**src/rtl/nou_fifo_wr_packer.sv**
```systemverilog
`default_nettype none
// ============================================================================
//  Module      : nou_fifo_wr_packer
//  Description : Write-side feeder for the NOU output FIFO. Packs RATIO narrow
//                valid/ready beats into one wide word and pushes it through the
//                FIFO wr_en/wr_data/full interface. A last-flagged beat closes
//                the word early with zero padding in the unused upper lanes.
//  Revision    : 1.0 - initial release
// ============================================================================
module nou_fifo_wr_packer #(
  parameter int IN_W  = 64,
  parameter int OUT_W = 512
) (
  input  logic             clk,
  input  logic             rst,
  input  logic [IN_W-1:0]  in_data_i,
  input  logic             in_valid_i,
  input  logic             in_last_i,
  output logic             in_ready_o,
  output logic [OUT_W-1:0] wr_data_o,
  output logic             wr_en_o,
  input  logic             full_i,
  output logic [31:0]      word_cnt_o,
  output logic             idle_o
);

  // Beats per word and the lane-index width. OUT_W/IN_W is a power of two >= 2,
  // so CW is at least 1 and cnt_q wraps naturally after lane RATIO-1.
  localparam int RATIO = OUT_W / IN_W;
  localparam int CW    = $clog2(RATIO);

  localparam logic [CW-1:0] C_LAST_LANE = CW'(RATIO - 1);

  // State
  logic [OUT_W-1:0] acc_q,      acc_d;
  logic [CW-1:0]    cnt_q,      cnt_d;
  logic [OUT_W-1:0] out_q,      out_d;
  logic             out_vld_q,  out_vld_d;
  logic [31:0]      word_cnt_q, word_cnt_d;

  // Handshake terms
  logic w_wr_en;
  logic w_ready;
  logic w_accept;
  logic w_complete;

  // acc_q with the current lane replaced by the incoming beat, and the same
  // vector with every lane above the current one cleared (the closed word).
  logic [OUT_W-1:0] w_acc_ins;
  logic [OUT_W-1:0] w_merged;

  // A pending word is pushed whenever the FIFO has room; the input side is open
  // whenever the output register is empty or is being drained this cycle.
  assign w_wr_en    = out_vld_q & ~full_i;
  assign w_ready    = ~out_vld_q | ~full_i;
  assign w_accept   = in_valid_i & w_ready;
  assign w_complete = w_accept & ((cnt_q == C_LAST_LANE) | in_last_i);

  // Per-lane insert and zero-pad selection.
  for (genvar k = 0; k < RATIO; k++) begin : g_lane
    logic w_is_cur;
    logic w_above;
    assign w_is_cur = (cnt_q == CW'(k));
    assign w_above  = (CW'(k) > cnt_q);

    assign w_acc_ins[k*IN_W +: IN_W] = w_is_cur ? in_data_i : acc_q[k*IN_W +: IN_W];
    assign w_merged[k*IN_W +: IN_W]  = w_above  ? {IN_W{1'b0}} : w_acc_ins[k*IN_W +: IN_W];
  end

  // Next-state: push path first, then a completing accept may reload out_q and
  // keep out_vld set for back-to-back words.
  always_comb begin
    acc_d      = acc_q;
    cnt_d      = cnt_q;
    out_d      = out_q;
    out_vld_d  = out_vld_q;
    word_cnt_d = word_cnt_q;

    if (w_wr_en) begin
      out_vld_d  = 1'b0;
      word_cnt_d = word_cnt_q + 32'd1;
    end

    if (w_accept) begin
      if (w_complete) begin
        out_d     = w_merged;
        out_vld_d = 1'b1;
        acc_d     = '0;
        cnt_d     = '0;
      end else begin
        acc_d = w_acc_ins;
        cnt_d = cnt_q + CW'(1);
      end
    end
  end

  // State registers with synchronous reset; reset drops any partial or pending word.
  always_ff @(posedge clk) begin
    if (rst) begin
      acc_q      <= '0;
      cnt_q      <= '0;
      out_q      <= '0;
      out_vld_q  <= 1'b0;
      word_cnt_q <= '0;
    end else begin
      acc_q      <= acc_d;
      cnt_q      <= cnt_d;
      out_q      <= out_d;
      out_vld_q  <= out_vld_d;
      word_cnt_q <= word_cnt_d;
    end
  end

  assign wr_en_o    = w_wr_en;
  assign wr_data_o  = out_q;
  assign in_ready_o = w_ready;
  assign word_cnt_o = word_cnt_q;
  assign idle_o     = (cnt_q == '0) & ~out_vld_q;

endmodule
`default_nettype wire

```
**config.mk**
```make
export PLATFORM = sky130hd
export DESIGN_NAME = nou_fifo_wr_packer
export DESIGN_NICKNAME = d
export VERILOG_FILES = /design/src/rtl/nou_fifo_wr_packer.sv
export SDC_FILE = /design/constraint.sdc
export NUM_CORES = 2
export LEC_CHECK = 0
export BUFFER_PORTS_ARGS = -buffer_cell sky130_fd_sc_hd__clkbuf_2
export CAP_MARGIN = 10
export CORE_ASPECT_RATIO = 0.9
export CORE_MARGIN = 2
export CORE_UTILIZATION = 55
export CTS_CLUSTER_SIZE = 30
export DETAILED_ROUTE_END_ITERATION = 16
export GPL_TIMING_DRIVEN = 0
export PLACE_DENSITY_LB_ADDON = 0.2
export RECOVER_POWER = 25
export SLEW_MARGIN = 0
export SYNTH_ARGS = -nofsm -noshare
export SYNTH_HDL_FRONTEND = slang
export SYNTH_SLANG_ARGS = --single-unit
```
**constraint.sdc**
```tcl
create_clock -name clk -period 2.2 [get_ports clk]
set_input_delay 0.44 -clock clk [delete_from_list [all_inputs] [get_ports clk]]
set_output_delay 0.44 -clock clk [all_outputs]
set_load 0.02 [all_outputs]
```
Word-level counts from Yosys, hierarchy flattened
Index checks and enable logic that the tools add are counted.
{"block": "op_classes", "bitwise_logic": 8, "n_reduce_logical": 2, "multipliers": 0, "eq_ne": 7, "add_sub_neg": 2, "n_lt_le_gt_ge": 8, "div_mod_pow": 0, "shifts": 0, "mux": 21}
{"cell": "two-way mux 64 bit", "count": 16}
{"cell": "two-way mux 512 bit", "count": 1}
{"cell": "adder 32 x 1 -> 32 bit (second input constant)", "count": 1}
{"cell": "equality test 3 bit (second input constant)", "count": 4}
{"cell": "greater-than comparator 3 bit (first input constant)", "count": 4}
{"cell": "equality test 3 x 2 -> 1 bit (second input constant)", "count": 2}
{"cell": "greater-than comparator 1 x 3 -> 1 bit (first input constant)", "count": 2}
{"cell": "greater-than comparator 2 x 3 -> 1 bit (first input constant)", "count": 2}
{"cell": "AND 1 bit", "count": 4}
{"cell": "adder 3 x 1 -> 3 bit (second input constant)", "count": 1}
{"cell": "equality test 3 x 1 -> 1 bit (second input constant)", "count": 1}
{"cell": "logical NOT 3 bit", "count": 1}
{"cell": "two-way mux 1 bit", "count": 3}
{"cell": "two-way mux 3 bit", "count": 1}
{"cell": "NOT 1 bit", "count": 2}
{"cell": "bitwise OR 1 bit", "count": 2}
{"cell": "AND reduction 2 bit", "count": 1}
{"block": "totals", "latchBits": 0, "inputBits": 69, "wordCells": 53, "mem_count": 0, "rom_bits": 0, "regBits": 1060, "out_inout_bits": 547, "ramBits": 0}

Logic depth before layout (Yosys ltp)
{"block": "depth", "depth_word": 6, "ltp_mapped": 9, "depth_no_buf": 6}

Least setup slack after synthesis
OpenSTA, ideal clock, no wires.
{"block": "synth_timing", "kind": "register to register", "startpoint": "register cnt_q[1]", "endpoint": "register out_q[388], in the netlist wr_data_o[388]", "slack_ps": 208, "synth_period_minus_slack_ps": 1992, "setup_ps": 117, "arrival_time_ps": 1875, "path_buffers": 3, "required_time_ps": 2083, "stages_incl_launch_ff": 10, "cell_sequence": "dfxtp_1 > ha_1 > ha_1 > or2_0 > buf_2 > and2_1 > and3_1 > buf_2 > buf_2 > a22o_1"}
{"block": "synth_via", "elab_chain_cells": 4, "word_cells_on_any_way": 8, "classes_between": "order compare (1); eq/ne (2); mux (2); bitwise (2); reduce/logical (1)"}
{"element": "from (decl)", "line": "36", "source": "logic [CW-1:0] cnt_q, cnt_d;"}
{"element": "from (signal assigned)", "line": "107", "source": "cnt_q <= cnt_d;"}
{"element": "equality test 3 bit", "line": "57", "source": "assign w_complete = w_accept & ((cnt_q == C_LAST_LANE) | in_last_i);"}
{"element": "bitwise OR 1 bit", "line": "57"}
{"element": "AND 1 bit", "line": "57"}
{"element": "AND reduction 2 bit (no line)"}
{"element": "to (signal assigned)", "line": "108", "source": "out_q <= out_d;"}
{"element": "to (decl)", "line": "37", "source": "logic [OUT_W-1:0] out_q, out_d;"}
Parallel ways exist; a longest one is shown, timed or not.
A chain may end at the register's enable or synchronous reset.

Worst setup path after layout
{"block": "layout_timing", "startpoint": "register cnt_q[2]", "endpoint": "register acc_q[92]"}
{"block": "layout_via", "elab_chain_cells": 4, "word_cells_on_any_way": 6, "classes_between": "eq/ne (2); mux (2); bitwise (2)"}
{"element": "equality test 3 bit", "line": "57"}
{"element": "bitwise OR 1 bit", "line": "57"}
{"element": "AND 1 bit", "line": "57"}
{"element": "two-way mux 512 bit *", "line": "85", "source": "if (w_complete) begin"}
{"element": "to (signal assigned)", "line": "100", "source": "acc_q <= '0;"}
{"element": "to (signal assigned)", "line": "106", "source": "acc_q <= acc_d;"}
{"element": "to (decl)", "line": "35", "source": "logic [OUT_W-1:0] acc_q, acc_d;"}
Mark *: on every way between the ends. The rest lies on a longest branch, timed or not.

==> results.py <==
metrics = {
    "status": {
        "status": "complete, but fails checks",
        "violations": "setup timing",
    },
    "floorplanning": {
        "placeableCoreArea_um2": 67100,
        "vertical_die_dimension_um": 251,
        "fp-row-count": 90,
        "die-width_um": 279,
        "ioPinCount": 616,
        "start_util_pct": 55.7,
        "fp.dieArea_um2": 70000,
    },
    "logic_synthesis": {
        "syn-num-nets": 4124,
        "synth.cell_area_um2": 37400,
        "synth_area_leader": "dfxtp_1",
        "yosysTopAreaCellShare_pct": 53.4,
        "synth_cells": 4050,
        "yosysWarningCount": 0,
        "synth_top_cells_by_area": "dfxtp_1 (53%), a22o_1 (15%), nand2_1 (9.1%)",
        "synth_edf_count": 0,
        "synth.lib_cells_used.distinct": 50,
        "postSynthRegisterBits": 996,
        "avgSynthCellArea_um2": 9.22,
        "most_numerous_cell_in_the_yosys_netlist": "dfxtp_1",
        "synth_seq_area_share_pct": 53.4,
        "synth_common_cells": "dfxtp_1 (996), nand2_1 (908), a22o_1 (640)",
        "postSynth.asyncResetShare_pct": 0,
        "synth_flop_cell": "dfxtp_1",
    },
    "sta": {
        "worst_pin_slew_ns": 1.42,
        "finalSetupViolations": 16,
        "grt_setup_unrepaired": "true",
        "finalHoldViolations": 0,
        "final_max_slew_viol_count": 0,
        "layout_worst_path_cycle_share_pct": 101,
        "finClkSkew_ns": 0.0240,
        "fin_setup_tns_ns": -0.196,
        "max_freq_mhz": 450,
        "whs_ns": 0.206,
        "setup_ws_ns": -0.0245,
        "slew_headroom_pct": 5.26,
        "finalCriticalPeriod_ns": 2.22,
    },
    "worst_setup_path": {
        "critical_path.max_fanout": 10,
        "r2r-start": "cnt_q[2]",
        "reg_to_reg_setup_timing_slack_ns": -0.02,
        "worstSetupPathType": "register to register",
        "cp-startpoint": "cnt_q[2]",
        "critical_path.top_delay_family": "buffers and inverters",
        "setup.worst_path.end_class": "register",
        "reg2regPathDepth": 8,
        "critPathMaxStageDelay_ns": 0.35,
        "worst_setup_path_start_kind": "register",
        "critical_path.endpoint": "acc_q[92]",
        "worstReg2RegEnd": "acc_q[92]",
        "cp_num_buf_inv": 4,
        "logic_depth_of_the_worst_path_buffers_included": 8,
        "timing.critical_path.mode_cell": "clkbuf_4",
        "critPathArrivalTime_ns": 2.81,
        "crit_slowest_cell": "clkbuf_4",
        "cp.required_ns": 2.79,
        "path_cells": "clkbuf_4 > clkbuf_4 > nor3b_1 > clkbuf_4 > buf_2 > nand2_1 > a21oi_1 > a22o_1",
    },
    "route": {
        "dr_total_vias": 34500,
        "dr.pass1.iters": 6,
        "vias_cell": 6.08,
        "post-route-drc-count": 0,
        "route.final.wire_length_mm": 137,
        "wl_per_cell_um": 24.1,
        "drtIter0Drc": 4013,
        "detail-route-antenna-nets": 0,
    },
    "finish": {
        "final_layout_size_suffix_gt1_share_pct": 14.9,
        "growth_of_design_area_from_synthesis_to_finish_pct": 21.6,
        "post-route-util_pct": 67.7,
        "finalInstanceArea_um2": 45400,
        "finalNetCount": 4799,
        "fin_cells": 5677,
    },
    "cts": {
        "cts_hold_buffers": 0,
        "root_buffer": "clkbuf_16",
        "clkSlewWorstSetupHoldPaths_ns": 0.07,
        "insertion_delay_ns": 0.66,
        "clock_sinks": 996,
        "cts-htree-levels": 3,
        "numCtsBuffers": 97,
        "clockBufferDepth": 3,
        "cts_tree": "built",
    },
    "grt": {
        "grt_pass1_wl_mm": 196,
        "gr-usage-all-layers_pct": 37.0,
        "grt_antenna_before_repair": 8,
        "grt_start_max_net_pins": 18,
        "grt_pass1_vias": 31200,
        "grt_overflow": 0,
    },
    "place": {
        "detailed_place.area_um2": 41300,
        "post-dp-hpwl_mm": 93.0,
        "numPlacedInstances": 5479,
        "gp_congestion": 0.908,
        "place_worst_setup_slack_ns": -1.01,
        "port_buffers": 550,
    },
    "power": {
        "pwr_density_cell_nw_per_um2": 830,
        "p_leak_nw": 17.2,
        "report.power.total_mw": 37.7,
        "ir_drop_mv": 0.596,
    },
    "min_path": {
        "holdCritPathClass": "primary input to register",
    },
    "run": {
        "maximum_capacitance_violations": 0,
    },
}
-- cell type report --
type / count / area (µm²)
Antenna cell: 5 / 12.5
Buffer: 422 / 2700
Clock buffer: 142 / 2870
Clock inverter: 30 / 337
Fill cell: 5498 / 21700
Inverter: 5 / 21.3
Multi-Input combinational cell: 2622 / 15700
Sequential cell: 996 / 19900
Tap cell: 874 / 1090
Timing Repair Buffer: 581 / 2730
-- sequential cells by signal, indices dropped and copies added (netlist names) --
register,cells
wr_data_o,512
acc_q,448
word_cnt_o,32
cnt_q,3
out_vld_q,1
-- worst min-delay path by stage --
| stage | from | end | slack [ns] | depth (start not counted) |
|---|---|---|---|---|
| 3_3_place_gp | wr_data_o[263] | wr_data_o[263] | 0.44 | 2 |
| 6_report | full_i | out_vld_q | 0.21 | 3 |
| 2_1_floorplan | acc_q[123] | acc_q[123] | 0.45 | 1 |
| 3_5_place_dp | wr_data_o[309] | wr_data_o[309] | 0.44 | 2 |
| 5_1_grt | full_i | out_vld_q | 0.22 | 3 |
| 4_1_cts | full_i | out_vld_q | 0.15 | 3 |
-- placed cells by master, fill, tap and decap left out, types with 4 or more instances in the layout --
cell        netlist  layout
clkbuf_2          1     235
clkbuf_8          1      23
o31ai_1          12      12
xor2_1            8       8
nand2_1         908     907
a22oi_1         131     131
clkbuf_1        207     498
buf_6             3      47
dfxtp_1         996     994
nor4_1            5       5
nand3_1          12      11
a21oi_4           1       4
o21ai_0         130      98
clkbuf_16         0     102
buf_16            0       5
clkinvlp_4        0       4
buf_8             0       9
buf_2           180      81
diode_2           0       5
o21ai_1           0      29
and4_1            7       7
nor2_1          155     151
nor2b_1          10       9
nor2_4            0       5
buf_12            0      11
nand4_1           8       8
clkinv_2          0      16
or4_1            12      12
and2_1            5       5
bufinv_16         0       6
buf_4             3      93
buf_1            32      12
clkbuf_4          0      29
a22o_1          640     640
a21oi_1         401     395
mux2_2            7       7
mux2i_1         129     129
-- logic make-up after synthesis --
group / synth area share [%]
flip-flops: 53.4
XOR/XNOR: 0.234
AO/OA/AOI/OAI: 25.2
multiplexers: 3.67
AND/OR/NAND/NOR: 12.3
buffers and inverters: 5.06
adder cells (fa/ha/maj): 0.167
-- where the power goes --
group	switching (mW)	internal (mW)	leakage, nW	total (mW)
Clock	7.23	9.74	1.58	17.0
Sequential	0.0863	18.2	8.03	18.3
Combinational	1.81	0.668	7.54	2.48
Total	9.13	28.6	17.2	37.7
-- worst min-delay path, delay by kind of cell --
kind            cells  cell delay [ns]
simple gates        1             0.14
buf+inv             1             0.14
compound gates      1             0.08
-- metal layers --
layer / vias to the layer above / wire, µm / global-route usage (%)
met5: - / 58 / 0
met4: 8 / 7500 / 19.3
met3: 377 / 15200 / 10.6
met2: 1809 / 59900 / 55.8
met1: 16700 / 54400 / 48.1
li1: 15600 / - / -
-- what timing repair did --
item / in CTS / in global routing
setup endpoints to repair: 954 / 911
pin swaps: 7 / 3
gates cloned: 0 / 1
buffers inserted: 22 / 3
resized for setup: 218 / 321
Power figures use the tool's default switching activity.
